`src/rtl/stack_ctrl_pkg.sv`:
```
// Shared CPU definitions for the stack controller: FSM state encoding and default geometry.
package stack_ctrl_pkg;

   typedef enum logic {
      ST_INIT = 1'b0,
      ST_RUN  = 1'b1
   } stack_state_t;

   localparam int STACK_WIDTH = 16;
   localparam int STACK_WORDS = 1024;

endpackage

```
`src/rtl/stack_ptr.sv`:
```
// Stack pointer: up/down counter holding the current depth, with full/empty decode.
module stack_ptr
   import stack_ctrl_pkg::*;
#(
   parameter int AW = 10
) (
   input  logic        clk,
   input  logic        reset,
   input  logic        inc,
   input  logic        dec,
   output logic [AW:0] count,
   output logic        full,
   output logic        empty
);

   localparam logic [AW:0] FULL_CNT = {1'b1, {AW{1'b0}}};

   logic [AW:0] count_r;

   // Depth counter; simultaneous inc and dec hold the value
   always_ff @(posedge clk) begin
      if (reset) begin
         count_r <= '0;
      end else if (inc && !dec) begin
         count_r <= count_r + (AW+1)'(1);
      end else if (dec && !inc) begin
         count_r <= count_r - (AW+1)'(1);
      end else begin
         count_r <= count_r;
      end
   end

   // Reset forces the flags to their idle values even before the counter clears
   assign count = count_r;
   assign full  = !reset && (count_r == FULL_CNT);
   assign empty = reset || (count_r == '0);

endmodule

```
`src/rtl/stack_ctrl.sv`:
```
// CPU stack controller: post-reset RAM clear, push/pop/replace decode and RAM port mux.
module stack_ctrl
   import stack_ctrl_pkg::*;
#(
   parameter int  WIDTH  = STACK_WIDTH,
   parameter int  NWORDS = STACK_WORDS,
   localparam int AW     = $clog2(NWORDS)
) (
   input  logic             clk,
   input  logic             reset,
   input  logic             push,
   input  logic             pop,
   input  logic [WIDTH-1:0] push_data,
   input  logic             err_clr,
   output logic [WIDTH-1:0] pop_data,
   output logic             pop_valid,
   output logic [AW:0]      depth,
   output logic             full,
   output logic             empty,
   output logic             busy,
   output logic             ovf,
   output logic             unf,
   output logic [AW-1:0]    mem_a,
   output logic             mem_we,
   output logic [WIDTH-1:0] mem_din,
   input  logic [WIDTH-1:0] mem_dout
);

   stack_state_t     state_r;
   logic [AW-1:0]    cnt_r;
   logic [WIDTH-1:0] pop_data_r;
   logic             pop_valid_r;
   logic             ovf_r;
   logic             unf_r;

   logic [AW:0]      sp_s;
   logic             full_s;
   logic             empty_s;
   logic [AW-1:0]    top_a_s;
   logic             inc_s;
   logic             dec_s;
   logic             take_s;
   logic             ovf_set_s;
   logic             unf_set_s;

   stack_ptr #(.AW(AW)) u_ptr (
      .clk   (clk),
      .reset (reset),
      .inc   (inc_s),
      .dec   (dec_s),
      .count (sp_s),
      .full  (full_s),
      .empty (empty_s)
   );

   // Top-of-stack address; wraps to NWORDS-1 when empty, which is harmless as a peek
   assign top_a_s = sp_s[AW-1:0] - AW'(1);

   // Request decode and RAM port mux
   always_comb begin
      mem_a     = top_a_s;
      mem_we    = 1'b0;
      mem_din   = '0;
      inc_s     = 1'b0;
      dec_s     = 1'b0;
      take_s    = 1'b0;
      ovf_set_s = 1'b0;
      unf_set_s = 1'b0;
      if (reset) begin
         mem_we = 1'b0;
      end else if (state_r == ST_INIT) begin
         mem_a  = cnt_r;
         mem_we = 1'b1;
      end else if (push && pop && !empty_s) begin
         mem_we  = 1'b1;
         mem_din = push_data;
         take_s  = 1'b1;
      end else if (push) begin
         if (!full_s) begin
            mem_a   = sp_s[AW-1:0];
            mem_we  = 1'b1;
            mem_din = push_data;
            inc_s   = 1'b1;
         end else begin
            ovf_set_s = 1'b1;
         end
         unf_set_s = pop;
      end else if (pop) begin
         if (!empty_s) begin
            dec_s  = 1'b1;
            take_s = 1'b1;
         end else begin
            unf_set_s = 1'b1;
         end
      end else begin
         mem_a = top_a_s;
      end
   end

   // FSM with clear counter, pop return register and sticky error flags
   always_ff @(posedge clk) begin
      if (reset) begin
         state_r     <= ST_INIT;
         cnt_r       <= '0;
         pop_data_r  <= '0;
         pop_valid_r <= 1'b0;
         ovf_r       <= 1'b0;
         unf_r       <= 1'b0;
      end else begin
         case (state_r)
            ST_INIT: begin
               cnt_r <= cnt_r + AW'(1);
               if (cnt_r == AW'(NWORDS - 1)) begin
                  state_r <= ST_RUN;
               end else begin
                  state_r <= ST_INIT;
               end
            end
            ST_RUN: begin
               cnt_r   <= cnt_r;
               state_r <= ST_RUN;
            end
            default: begin
               cnt_r   <= '0;
               state_r <= ST_INIT;
            end
         endcase
         pop_valid_r <= take_s;
         if (take_s) begin
            pop_data_r <= mem_dout;
         end else begin
            pop_data_r <= pop_data_r;
         end
         ovf_r <= err_clr ? 1'b0 : (ovf_r | ovf_set_s);
         unf_r <= err_clr ? 1'b0 : (unf_r | unf_set_s);
      end
   end

   assign pop_data  = pop_data_r;
   assign pop_valid = pop_valid_r;
   assign depth     = sp_s;
   assign full      = full_s;
   assign empty     = empty_s;
   assign busy      = reset || (state_r == ST_INIT);
   assign ovf       = ovf_r;
   assign unf       = unf_r;

endmodule
```
`config.mk`:
```
export PLATFORM = sky130hd
export DESIGN_NAME = stack_ctrl
export DESIGN_NICKNAME = d
export VERILOG_FILES = /design/src/rtl/stack_ctrl_pkg.sv /design/src/rtl/stack_ptr.sv /design/src/rtl/stack_ctrl.sv
export SDC_FILE = /design/constraint.sdc
export NUM_CORES = 1
export LEC_CHECK = 0
export BUFFER_PORTS_ARGS = -buffer_cell sky130_fd_sc_hd__buf_4
export CORE_ASPECT_RATIO = 0.7
export CORE_MARGIN = 3
export CORE_UTILIZATION = 53
export DETAILED_ROUTE_END_ITERATION = 10
export HOLD_SLACK_MARGIN = 0.05
export PLACE_DENSITY = 0.85
export SETUP_SLACK_MARGIN = 0.1
export SYNTH_ARGS = -nofsm -noshare
export SYNTH_HDL_FRONTEND = slang
export SYNTH_SLANG_ARGS = --single-unit
export TNS_END_PERCENT = 1
```
`constraint.sdc`:
```
create_clock -name clk -period 12.5 [get_ports clk]
set_clock_uncertainty 0.15 [all_clocks]
set_input_delay 0.625 -clock clk [delete_from_list [all_inputs] [get_ports clk]]
set_output_delay 0.625 -clock clk [all_outputs]
set_load 0.03 [all_outputs]
```
After elaboration in Yosys (flattened, before gate mapping). Index checks and enable logic that the tools add are counted.

Add/subtract/negate cells: 4. Eq/ne operators: 2. Muxes and demuxes: 43. Bitwise gates (word level): 3. Reductions and logical operators: 14.

Operators by type and width (count): $mux 16 (5); $mux 10 (6); $mux 1 (29); $mux 11 (2); $add 11x1->11 const B (1); $eq 11x11->1 const B (1); $logic_not 11->1 (1); $sub 11x1->11 const B (1); $add 10x1->10 const B (1); $eq 10x10->1 const B (1); $sub 10x1->10 const B (1); $logic_and 1x1->1 (5); $logic_not 1->1 (4); $logic_or 1x1->1 (2); $or 1x1->1 (2); $pmux 1 s2 (1); $reduce_bool 2->1 (1); $reduce_or 2->1 (1); $not 1->1 (1).

Flip-flop bits (word level): 41. Input bits: 37. Output and inout port bits: 60. Logic and storage cells: 73.

Longest topological paths before layout.
Depth in word-level cells: 11. Mapped depth: 19. Gate-level depth less buffers: 15.

Modules after synthesis. From an unflattened synthesis, not the netlist that was laid out.

Cells, all modules: 354. Area total of the unflattened synthesis: 2767.7 um^2.

By module, submodules not included: stack_ctrl (instances 1, cells each 233, area each 1804.2 um^2, seq. area each 600.6 um^2); stack_ptr (instances 1, cells each 121, area each 963.4 um^2, seq. area each 220.2 um^2).

Worst setup path after synthesis. No wires, ideal clock.

Path type: reg2reg. Start point: reg u_ptr.count_r[0], in the netlist u_ptr.count[0]. End point: reg u_ptr.count_r[10], in the netlist u_ptr.count[10]. Library setup time: 0.121 ns. Arrival time: 4.293 ns. Data required time: 12.229 ns. Slack: 7.936 ns. Cell stages (with the launch flop): 19. Buffers on the path: 3. Clock period less this slack: 4.564 ns. Cells stage by stage: dfxtp_1 > clkbuf_1 > inv_1 > ha_1 > or4b_4 > nor4_4 > or3b_1 > buf_6 > inv_2 > buf_6 > nand2_1 > ha_1 > inv_1 > ha_1 > a21o_1 > a2111o_1 > a211o_1 > a31oi_1 > mux2_2.

Word-level cells in the longest chain between the ends: 11. Elaborated cells between the ends (all ways): 26. Those cells by class: add/sub: 2; eq/ne: 1; mux: 13; reduce/logical: 10.

RTL lines: start, declared (RTL line stack_ptr.sv:18) `logic [AW:0] count_r;`; start signal, assigned (RTL line stack_ptr.sv:25) `count_r <= count_r + (AW+1)'(1);`; start signal, assigned (RTL line stack_ptr.sv:27) `count_r <= count_r - (AW+1)'(1);`; start signal, assigned (RTL line stack_ptr.sv:29) `count_r <= count_r;`; $logic_not 11->1 (RTL line stack_ptr.sv:36) `assign empty = reset || (count_r == '0);`; $logic_or 1x1->1 (RTL line stack_ptr.sv:36); $mux 1 (RTL line stack_ctrl.sv:89) `if (!empty_s) begin`; $mux 1 (RTL line stack_ctrl.sv:88) `end else if (pop) begin`; $mux 1 (RTL line stack_ctrl.sv:78) `end else if (push) begin`; $mux 1 (RTL line stack_ctrl.sv:74) `end else if (push && pop && !empty_s) begin`; $mux 1 (RTL line stack_ctrl.sv:71) `end else if (state_r == ST_INIT) begin`; $mux 1 (RTL line stack_ctrl.sv:69) `if (reset) begin`; $logic_not 1->1 (RTL line stack_ptr.sv:24) `end else if (inc && !dec) begin`; $logic_and 1x1->1 (RTL line stack_ptr.sv:24); $mux 11 / $reduce_bool 2->1 (equally long branches).

Several ways; a longest one is shown, not always the timed one. The select of a mux whose other input is x is not followed. A chain may end at the register's enable or synchronous reset.

Final worst setup path. Ends and elaborated chain as after synthesis.

==> run summary <==
=============================================================================
Outcome ........................................................ finished, final reports clean
Post-synthesis net count .......................................          391
Global-route wire length before repair .........................     12770 µm
Antenna violations before repair ...............................            0
FF-to-FF End ................................................... u_ptr.count[10]$_SDFFE_PP0P_
First-pass iteration count of the detailed router ..............            5
TritonCTS Buffers ..............................................            5
Detailed-placement wirelength estimate .........................      5853 µm
Final ANT Viol Nets ............................................            0
Synthesis-to-finish area growth ................................       30.71%
Start point of the worst min-delay path ........................ pop_data[3]$_SDFFE_PP0P_
Final weighted congestion in routability-driven placement ......       0.9697
Category of the most critical setup path .......................   reg -> reg
Worst setup slack for register-to-register paths ...............      7.52 ns
Clock network latency to the later pin of the worst-skew pair ..      0.30 ns
Average wire length per cell after detail routing ..............     15.82 µm
Count of final max-slew check failures .........................            0
Most used DFF post-synth ....................................... sky130_fd_sc_hd__dfxtp_1
Number of placed I/O pins ......................................           97
Final instance count without filler cells ......................          494
Largest net degree at the start of global routing ..............           53
Top-count cell post-synth ...................................... sky130_fd_sc_hd__nand2_1
Fraction of layout instances using a drive strength above 1 ....       27.10%
FFs w/ async S/R, synth ........................................           0%
Standard-cell rows .............................................           20
CORE AREA ...................................................... 0.004529 mm²
Largest area contributor in the netlist ........................ sky130_fd_sc_hd__dfxtp_1
Die Height .....................................................     64.64 µm
Portion of the post-synthesis area used by sequential elements .       31.52%
Mean instance size in the synthesized netlist ..................    7.636 µm²
Total detailed-routing wirelength ..............................      7817 µm
Crit path launch type ..........................................         flop
Transition time at the pin with the least slew margin ..........     1.154 ns
Post-route minimum period ......................................     4.982 ns
Required time at the endpoint of the critical path .............     12.55 ns
Min setup slack post-route .....................................     7.518 ns
Dpl ws .........................................................     7.557 ns
Number of buffers inserted by post-CTS setup repair ............            0
Vias per cell ..................................................        5.672
Layout fillers .................................................          360
Area after detailed placement .................................. 0.003317 mm²
Number of synthesis warnings ...................................            0
Maximum Capacitance Violations .................................            0
CP max stage delay .............................................      0.53 ns
Final nets .....................................................          477
Total negative slack for setup checks ..........................         0 ns
Root buf cell .................................................. sky130_fd_sc_hd__clkbuf_8
Die Span X .....................................................     89.78 µm
Via count of the first global-routing pass .....................         2615
Iter 0 DRT Violations ..........................................          178
Top cell type's share of synthesized area ......................       31.52%
Num Clock Sinks ................................................           41
Antenna Diode Count ............................................            0
Final hold slack ...............................................    0.3155 ns
CTS tree .......................................................          yes
Number of levels the H-tree was split into .....................            2
Slowest library cell on the worst path ......................... sky130_fd_sc_hd__or4b_4
Launch instance of the worst register-to-register path ......... u_ptr.count[0]$_SDFFE_PP0P_
Leftover overflow at the end of global routing .................            0
Global-route usage over all layers .............................       27.33%
Count of mapped cells out of synthesis .........................          341
Total die area ................................................. 0.005803 mm²
Post-CTS resize count ..........................................            0
Worst hold-check path type .....................................   reg -> reg
Post-synthesis cell type count .................................           53
Normalized max-slew margin .....................................       22.44%
Count of final setup violators .................................            0
Number of remaining DRC errors .................................            0
Type of destination of the critical path .......................         flop
Detailed-route via count .......................................         2802
Post-placement cell count ......................................          486
Number of flops mapped to enable cells by yosys ................            0
Power per cell area ............................................ 73.18 mW/mm²
Post-synth design cell area .................................... 0.002604 mm²
Arrival time of data at the critical path endpoint .............      5.03 ns
Worst r2r path cells ...........................................           15
Pleak ..........................................................     1.530 nW
Leading cell types by count after synthesis .................... sky130_fd_sc_hd__nand2_1 (55), sky130_fd_sc_hd__dfxtp_1 (41), sky130_fd_sc_hd__a21oi_1 (32)
Starting Density ...............................................       57.49%
Hold buffer count at cts .......................................            0
Maximum frequency from static timing analysis ..................   0.2007 GHz
Clk slew on worst S/H paths ....................................      0.09 ns
I/O Buffers ....................................................           96
Fin area ....................................................... 0.003403 mm²
Cell-by-cell listing of the critical path ...................... inv_1 > ha_1 > or4b_4 > nor4_4 > or3b_1 > inv_2 > nand2_1 > ha_1 > inv_1 > fa_1 > a211oi_1 > o21bai_1 > a211o_1 > a31oi_1 > mux2_2
Maximum fanout count along the critical path ...................           18
Final worst path period share ..................................       39.86%
Unrepaired setup endpoints after global routing ................        false
Synth area leaders ............................................. sky130_fd_sc_hd__dfxtp_1 (32%), sky130_fd_sc_hd__nand2_1 (7.9%), sky130_fd_sc_hd__a21oi_1 (6.2%)
Final hold violation count .....................................            0
WHS Endpoint ................................................... pop_data[3]$_SDFFE_PP0P_
Worst-case clock buffer depth ..................................            2
Worst Hold Depth ...............................................            2
Max IR drop VDD ................................................   0.05020 mV
Flops & latches, synth .........................................           41
=============================================================================
## per-stage QoR
step / util (%) / total power [mW]
2_1_floorplan: - / 0.1486
3_3_place_gp: 73.23 / 0.1635
3_5_place_dp: 73.23 / 0.1638
4_1_cts: 75.14 / 0.2502
5_1_grt: 75.14 / 0.2574
6_report: 75.14 / 0.2490
## power breakdown
group          switching [mW]  total (mW)  internal (mW)
sequential            0.00106       0.132          0.131
combinational          0.0153      0.0286         0.0133
clock                  0.0495      0.0880         0.0386
## worst max-delay path, delay by kind of cell (launching register included)
| kind | cells | cell delay [ns] |
|---|---|---|
| flip-flops | 1 | 0.42 |
| adder cells (fa/ha/maj) | 3 | 0.90 |
| AND/OR/NAND/NOR | 4 | 1.48 |
| multiplexers | 1 | 0.35 |
| AO/OA/AOI/OAI | 4 | 0.98 |
| buffers and inverters | 3 | 0.59 |
## layout by cell type (no fill, tap or decap), types with 3 or more instances in the layout
cell | netlist | routed
sky130_fd_sc_hd__a31oi_1 | 5 | 5
sky130_fd_sc_hd__nand4_1 | 4 | 4
sky130_fd_sc_hd__o311ai_0 | 5 | 5
sky130_fd_sc_hd__a211oi_1 | 4 | 4
sky130_fd_sc_hd__nand3_1 | 9 | 9
sky130_fd_sc_hd__nor4_1 | 3 | 3
sky130_fd_sc_hd__nor2b_1 | 6 | 6
sky130_fd_sc_hd__nor2_1 | 31 | 31
sky130_fd_sc_hd__buf_4 | 1 | 96
sky130_fd_sc_hd__nor3_1 | 7 | 7
sky130_fd_sc_hd__and2_1 | 20 | 20
sky130_fd_sc_hd__o21ai_0 | 20 | 20
sky130_fd_sc_hd__inv_1 | 8 | 8
sky130_fd_sc_hd__nand2_1 | 55 | 55
sky130_fd_sc_hd__xnor2_1 | 5 | 5
sky130_fd_sc_hd__xor2_1 | 8 | 8
sky130_fd_sc_hd__a21oi_1 | 32 | 32
sky130_fd_sc_hd__clkbuf_8 | 0 | 5
sky130_fd_sc_hd__dfxtp_1 | 41 | 41
sky130_fd_sc_hd__or2_2 | 4 | 4
sky130_fd_sc_hd__and3_1 | 5 | 5
sky130_fd_sc_hd__a21o_1 | 4 | 4
sky130_fd_sc_hd__ha_1 | 12 | 12
## registers in the layout, summed over array words and instances, names as in the netlist
signal and flops:
pop_valid 1, ovf 1, u_ptr.count 11, cnt_r 10, unf 1, state_r 1, pop_data 16
## kinds of logic (layout without fill, tap and decap cells)
family	count (synthesis)	in the layout	synth area share (%)
simple gates	156	156	30.03
compound gates	88	88	21.14
flops	41	41	31.52
buf+inv	26	113	4.757
fa+ha+maj	13	13	6.535
xor+xnor	13	13	4.373
mux	4	4	1.634
## area by class of cell
cell class              instances  area [µm²]  share of cell area (%)
multi-input cells             274        1659                   48.75
clock buffers                   5       68.82                   2.022
well taps                      66       82.58                   2.426
inverters                       9       33.78                  0.9926
clock inverters                 3       17.52                  0.5147
flip-flops and latches         41       820.8                   24.12
repair buffers                 96       720.7                   21.18
## layer usage
layer / part of all wire [%] / track usage [%] / vias up / routed length [µm]
li1: - / - / 1381 / -
met1: 43 / 35.91 / 1267 / 3388
met2: 44 / 43.91 / 143 / 3457
met3: 11 / 9.049 / 11 / 885
met4: 1.1 / 6.310 / 0 / 86
met5: 0 / 0 / - / 0
## worst max-delay path by stage
| stage | endpoint | slack [ns] | startpoint | cells past startpoint |
|---|---|---|---|---|
| 2_1_floorplan | u_ptr.count[10]$_SDFFE_PP0P_ | 7.94 | u_ptr.count[0]$_SDFFE_PP0P_ | 18 |
| 3_3_place_gp | u_ptr.count[10]$_SDFFE_PP0P_ | 7.65 | u_ptr.count[0]$_SDFFE_PP0P_ | 15 |
| 3_5_place_dp | u_ptr.count[10]$_SDFFE_PP0P_ | 7.56 | u_ptr.count[0]$_SDFFE_PP0P_ | 15 |
| 4_1_cts | u_ptr.count[10]$_SDFFE_PP0P_ | 7.54 | u_ptr.count[0]$_SDFFE_PP0P_ | 15 |
| 5_1_grt | u_ptr.count[10]$_SDFFE_PP0P_ | 7.11 | u_ptr.count[0]$_SDFFE_PP0P_ | 15 |
| 6_report | u_ptr.count[10]$_SDFFE_PP0P_ | 7.52 | u_ptr.count[0]$_SDFFE_PP0P_ | 15 |
No activity file was read; power rests on OpenSTA's default activity.
